[config.mk]
export PLATFORM = sky130hd
export DESIGN_NAME = flasher_state_datapath
export DESIGN_NICKNAME = d
export VERILOG_FILES = /design/src/rtl/flasher_state_datapath.sv
export SDC_FILE = /design/constraint.sdc
export NUM_CORES = 1
export LEC_CHECK = 0
export ABC_AREA = 1
export CORE_ASPECT_RATIO = 0.9
export CORE_MARGIN = 3
export CORE_UTILIZATION = 45
export DETAILED_ROUTE_END_ITERATION = 10
export GPL_TIMING_DRIVEN = 1
export PLACE_DENSITY = 0.78
export SKIP_LAST_GASP = 1
export SYNTH_ARGS = -nofsm -noshare
export SYNTH_HDL_FRONTEND = slang
export SYNTH_SLANG_ARGS = --single-unit
[constraint.sdc]
create_clock -name clk -period 2.1 [get_ports clk]
set_input_delay 0.315 -clock clk [delete_from_list [all_inputs] [get_ports clk]]
set_output_delay 0.315 -clock clk [all_outputs]
set_load 0.1 [all_outputs]
[src/rtl/flasher_state_datapath.sv]
// Sequential datapath for the bound flasher: holds the registered main state and the
// 5-bit LED counter, applies the generator's load/up/down/hold commands, synchronises
// the flick button, produces kickback_match and decodes the counter onto the LED bar.
// Optional build macro STEP_PRESCALER_EN: steps only on a divided tick and latches flick
// between ticks so that short presses are not lost.
module flasher_state_datapath #(
  parameter int unsigned SYNC_STAGES  = 2,
  parameter int unsigned PRESCALE_DIV = 4
) (
  input  logic        clk,
  input  logic        rst_n,
  input  logic        flick_async,
  input  logic [2:0]  main_state_n,
  input  logic [4:0]  counter_load,
  input  logic        counter_load_en,
  input  logic [1:0]  count_state,
  output logic [2:0]  main_state,
  output logic [4:0]  counter,
  output logic        flick,
  output logic        kickback_match,
  output logic [15:0] led,
  output logic        busy
);

  // Main-state codes shared with the generator.
  localparam logic [2:0] InitState  = 3'd0;
  localparam logic [2:0] OffLed15_5 = 3'd2;
  localparam logic [2:0] OffLed10_0 = 3'd4;
  localparam logic [2:0] IllegalSt  = 3'd7;

  // Count commands; 2'b11 falls through to hold.
  localparam logic [1:0] CountUpEn   = 2'b01;
  localparam logic [1:0] CountDownEn = 2'b10;

  // Reject out-of-range parameters at elaboration.
  if (SYNC_STAGES < 2 || SYNC_STAGES > 4 || PRESCALE_DIV < 2 || PRESCALE_DIV > 65536)
  begin : gen_param_check
    $error("flasher_state_datapath: parameter out of range");
  end

  logic [2:0]             state_q, state_d;
  logic [4:0]             counter_q, counter_d;
  logic [15:0]            led_q, led_d;
  logic [SYNC_STAGES-1:0] sync_q;
  logic                   sync_out;
  logic                   step;

  // Flick synchroniser: shift the raw button through SYNC_STAGES flops.
  always_ff @(posedge clk or negedge rst_n) begin
    if (!rst_n) begin
      sync_q <= '0;
    end else begin
      sync_q <= {sync_q[SYNC_STAGES-2:0], flick_async};
    end
  end

  assign sync_out = sync_q[SYNC_STAGES-1];

`ifdef STEP_PRESCALER_EN
  logic [15:0] div_q, div_d;
  logic        tick;
  logic        sync_prev_q;
  logic        flick_q, flick_d;
  logic        flick_rise;

  assign tick       = (div_q == 16'(PRESCALE_DIV - 1));
  assign flick_rise = sync_out & ~sync_prev_q;

  // Divider next value and sticky flick: a tick consumes the latched press, but a rise
  // arriving on that same edge is kept for the following tick.
  always_comb begin
    div_d   = tick ? 16'd0 : div_q + 16'd1;
    flick_d = tick ? flick_rise : (flick_q | flick_rise);
  end

  // Free-running divider and flick latch.
  always_ff @(posedge clk or negedge rst_n) begin
    if (!rst_n) begin
      div_q       <= 16'd0;
      sync_prev_q <= 1'b0;
      flick_q     <= 1'b0;
    end else begin
      div_q       <= div_d;
      sync_prev_q <= sync_out;
      flick_q     <= flick_d;
    end
  end

  assign step  = tick;
  assign flick = flick_q;
`else
  assign step  = 1'b1;
  assign flick = sync_out;
`endif

  // Next state/counter from the generator's commands; LEDs decode the next counter so
  // they land in the same cycle as the counter itself.
  always_comb begin
    state_d   = state_q;
    counter_d = counter_q;
    led_d     = '0;
    if (step) begin
      state_d = (main_state_n == IllegalSt) ? InitState : main_state_n;
      if (counter_load_en) begin
        counter_d = counter_load;
      end else begin
        case (count_state)
          CountUpEn: begin
            if (counter_q != 5'd31) counter_d = counter_q + 5'd1;
          end
          CountDownEn: begin
            if (counter_q != 5'd0) counter_d = counter_q - 5'd1;
          end
          default: counter_d = counter_q;
        endcase
      end
    end
    for (int i = 0; i < 16; i++) begin
      led_d[i] = (i < int'(counter_d));
    end
  end

  // State, counter and LED registers.
  always_ff @(posedge clk or negedge rst_n) begin
    if (!rst_n) begin
      state_q   <= InitState;
      counter_q <= 5'd0;
      led_q     <= 16'h0000;
    end else begin
      state_q   <= state_d;
      counter_q <= counter_d;
      led_q     <= led_d;
    end
  end

  // Outputs fed back to the generator and the board.
  always_comb begin
    main_state     = state_q;
    counter        = counter_q;
    led            = led_q;
    busy           = (state_q != InitState);
    kickback_match = flick & (((state_q == OffLed15_5) && (counter_q == 5'd5)) ||
                              ((state_q == OffLed10_0) && (counter_q == 5'd0)));
  end

endmodule

After elaboration in Yosys (flattened, before gate mapping)
Cells that the tools add are included.
Operators by class
  magnitude comparators: 16
  bitwise operators: 1
  equality and inequality tests: 7
  multiplexer cells: 5
  add/subtract/negate cells: 2
  reductions and logical operators: 6
Operators with widths (count)
  < comparator 4 x 5 -> 1 bit, first input constant: 8
  < comparator 3 x 5 -> 1 bit, first input constant: 4
  two-way mux 5 bit: 3
  < comparator 1 x 5 -> 1 bit, first input constant: 2
  < comparator 2 x 5 -> 1 bit, first input constant: 2
  case mux 5 bit (2 select lines): 1
  equality test 3 bit, second input constant: 2
  adder 5 x 1 -> 5 bit, second input constant: 1
  equality test 5 x 3 -> 1 bit, second input constant: 1
  logical NOT 5 bit: 1
  inequality test 5 bit, second input constant: 1
  nonzero test 5 bit: 1
  subtractor 5 x 1 -> 5 bit, second input constant: 1
  equality test 3 x 2 -> 1 bit, second input constant: 1
  two-way mux 3 bit: 1
  nonzero test 3 bit: 1
  equality test 2 x 1 -> 1 bit, second input constant: 1
  equality test 2 bit, second input constant: 1
  logical AND 1 bit: 2
  AND 1 bit: 1
  logical OR 1 bit: 1
Word-level totals
  output and inout bits: 27
  bits of input ports: 14
  flip-flop bits (word level): 26

Longest topological paths before layout
  word-level depth: 5
  gate-level depth with buffers: 13
  depth with buffers taken out: 13

Worst setup path after synthesis
Ideal clock, no wire load.
  kind: register to output
  start: reg counter_q[0] (netlist: counter[0])
  end: out kickback_match
  data arrival time: 2.297 ns
  setup slack: -0.512 ns
  data required time: 1.785 ns
  cell stages (with the launch flop): 5
  path through: dfrtp_1 > ha_1 > nand4_1 > nor4_1 > o21a_1
On the way
  word-level cells in the longest chain between the ends: 4
  elaborated cells between the ends (all ways): 6
  those cells by class: eq/ne: 1; bitwise: 1; reduce/logical: 4
Ends and longest elaborated chain
  start: declaration: line 42  | logic [4:0] counter_q, counter_d;
  start signal: assignment: line 131  | counter_q <= counter_d;
  equality test 5 x 3 -> 1 bit or logical NOT 5 bit (tied branches): line 142, 143
  logical AND 1 bit, on equally long branches: line 142, 143
  logical OR 1 bit *: line 142  | kickback_match = flick & (((state_q == OffLed15_5) && (counter_q == 5'd5)) ||
  AND 1 bit *: line 142
  end: declaration: line 20  | output logic kickback_match,
Every way passes the cells marked *; elsewhere a longest branch is shown, timed or not.

Worst setup path after layout
Ends and elaborated chain as after synthesis.

==> results.sh <==
export IMPL_status="complete, no violations"
export IMPL_die_h_um=56.8
export IMPL_nFillCells=225
export IMPL_num_io_pins=41
export IMPL_synth_nets=170
export IMPL_final_min_clock_period_ps=2020
export IMPL_num_rows=17
export IMPL_required_ps=1780
export IMPL_viasPerCell=5.08
export IMPL_syn_inst=151
export IMPL_clk_pin_slew_worst_paths_ps=130
export IMPL_syn_area_um2=1290
export IMPL_worst_pin_slew_ps=322
export IMPL_hpwl_um=2310
export IMPL_syn2layout_area_growth_pct=41.0
export IMPL_wirelength_um=3000
export IMPL_synth_top_flop_cell="dfrtp_1"
export IMPL_finClkSkew_ps=9.33
export IMPL_clock_path_buffers=2
export IMPL_start_util_pct=49.7
export IMPL_dr_pass1_iters=4
export IMPL_async_flop_share_pct=100
export IMPL_slew_violations=0
export IMPL_critPathKind="reg2out"
export IMPL_synth_edf_count=0
export IMPL_grt_first_pass_wirelength_um=5090
export IMPL_seq_area_um2=629
export IMPL_peakVddDrop_v=0.000608
export IMPL_diodes=0
export IMPL_ys_seq_area_share_pct=48.5
export IMPL_cts_root_buf="clkbuf_4"
export IMPL_gr_total_overflow=0
export IMPL_ys_ff_latch=25
export IMPL_via_count=1215
export IMPL_htreeDepth=1
export IMPL_p_leak_nw=0.877
export IMPL_end_kind="primary output"
export IMPL_drtAntennaViolNets=0
export IMPL_mostFrequentLayoutCells="nand2_1 (44), buf_4 (34), dfrtp_1 (22)"
export IMPL_power_density_nw_per_um2=908
export IMPL_min_period_over_period_pct=96.3
export IMPL_cts_sinks=25
export IMPL_wl_met3_um=215
export IMPL_worstSetupStartpointType="flop"
export IMPL_die_x_um=62.4
export IMPL_final_area_um2=1820
export IMPL_antenna_found_initial=0
export IMPL_final_common_cell="nand2_1"
export IMPL_core_region_area_um2=2590
export IMPL_fmax_mhz=494
export IMPL_postPlaceCellArea_um2=1710
export IMPL_avgRoutedWirePerCell_um=12.6
export IMPL_met1_length_um=1250
export IMPL_cp_max_fo=6
export IMPL_portBuffers=40
export IMPL_layout_nets=221
export IMPL_synth_cell_types=25
export IMPL_yosys_warnings=0
export IMPL_critPathArrivalTime_ps=1710
export IMPL_multiInputGateArea_um2=636
export IMPL_setup_violations=0
export IMPL_drv_cap=0
export IMPL_place_congestion=0.967
export IMPL_hold_buffers=0
export IMPL_synth_top_area_share_pct=48.5
export IMPL_top_layer="met3"
export IMPL_min_path_type="in2async"
export IMPL_cts_buffers=3
export IMPL_wl_met2_um=1540
export IMPL_hold_violations=0
export IMPL_avgSynthCellArea_um2=8.54
export IMPL_clk_insertion_delay_late_ps=310
export IMPL_total_power_mw=1.65
export IMPL_drc=0
export IMPL_synth_area_leaders="dfrtp_1 (48%), nand2_1 (13%), nand3_1 (5.8%)"
export IMPL_drive_gt1_share_pct=34.3
export IMPL_grt_max_degree=26
export IMPL_grt_total_usage_pct=17.7
export IMPL_cts_tree="done"
export IMPL_grt_pass1_vias=1171
export IMPL_die_area_um2=3550
export IMPL_yosys_area_top_type="dfrtp_1"
export IMPL_slew_headroom_pct=78.5
export IMPL_drtIter0Drc=31
export IMPL_post_route_util_pct=70.1
export IMPL_rsz0062_at_grt="true"
-- sequential cells by signal, summed over array words and instances (netlist names) --
signal,flops
sync_q,2
main_state,3
counter,5
led,15
-- synth_stat cells, types with 2 or more instances --
cell type,n
nand3_1,15
inv_1,15
nor4_1,2
dfrtp_1,25
o21ai_1,2
nand2_2,6
inv_2,4
ha_1,5
nand2_1,44
a21oi_1,2
nand3_2,2
nor2_1,9
nor2_2,3
nand4_1,4
a21boi_0,3
-- cell type report --
class	count	area share [%]
inverter	19	4.06
sequential	25	34.6
clock buffer	3	1.24
tap	38	2.61
multi-input combinational	105	34.9
timing repair buffer	48	22.3
clock inverter	1	0.275
-- metrics by stage --
step	instances	TNS [ps]	setup WS, ps	hold WS (ps)
6_report	239	0	77.5	335
5_1_grt	239	-14.3	-14.3	345
4_1_cts	236	0	42.9	340
3_5_place_dp	232	0	6.71	338
3_3_place_gp	232	0	38.0	340
2_1_floorplan	151	0	25.3	19.4
-- final timing paths --
kind,slack (ps),startpoint,cells past startpoint,endpoint
worst max-delay path,80,counter[0],6,kickback_match
worst min-delay path,340,rst_n,2,led[1]
worst max register to register,200,counter[0],12,led[9]
worst min register to register,370,sync_q[0],0,sync_q[1]
max in group asynchronous,1520,rst_n,2,counter[2]
min in group clk,370,sync_q[0],0,sync_q[1]
-- metal layers --
| layer | vias up | global-route usage (%) |
|---|---|---|
| li1 | 588 | - |
| met1 | 584 | 21.5 |
| met2 | 43 | 31.6 |
| met3 | 0 | 4.40 |
| met4 | 0 | 3.46 |
| met5 | - | 0 |
-- power by group --
group	total (mW)	internal, mW	switching (mW)
clock	0.205	0.0712	0.134
sequential	0.585	0.540	0.0458
combinational	0.862	0.202	0.660
-- kinds of logic (layout without fill, tap and decap cells) --
family | Yosys count | in the layout | synth area share [%]
AND/OR/NAND/NOR | 88 | 88 | 32.8
XOR/XNOR | 1 | 1 | 0.679
adder cells (fa/ha/maj) | 5 | 5 | 4.85
AO/OA/AOI/OAI | 11 | 11 | 6.21
flip-flops | 25 | 25 | 48.5
buffers and inverters | 21 | 71 | 6.98
-- repair_timing --
action	in CTS	in global routing
pin swaps	0	2
endpoints found under the setup margin	1	1
buffers inserted	0	3
resized for setup	7	4
-- worst max-delay path: stages, from the launching register on --
cell     delay (ps)
dfrtp_2         490
inv_2           110
ha_4            180
nand3_4         110
nor4_4          160
o21a_4          170
buf_12          160
(Power assumes the default switching activity.)
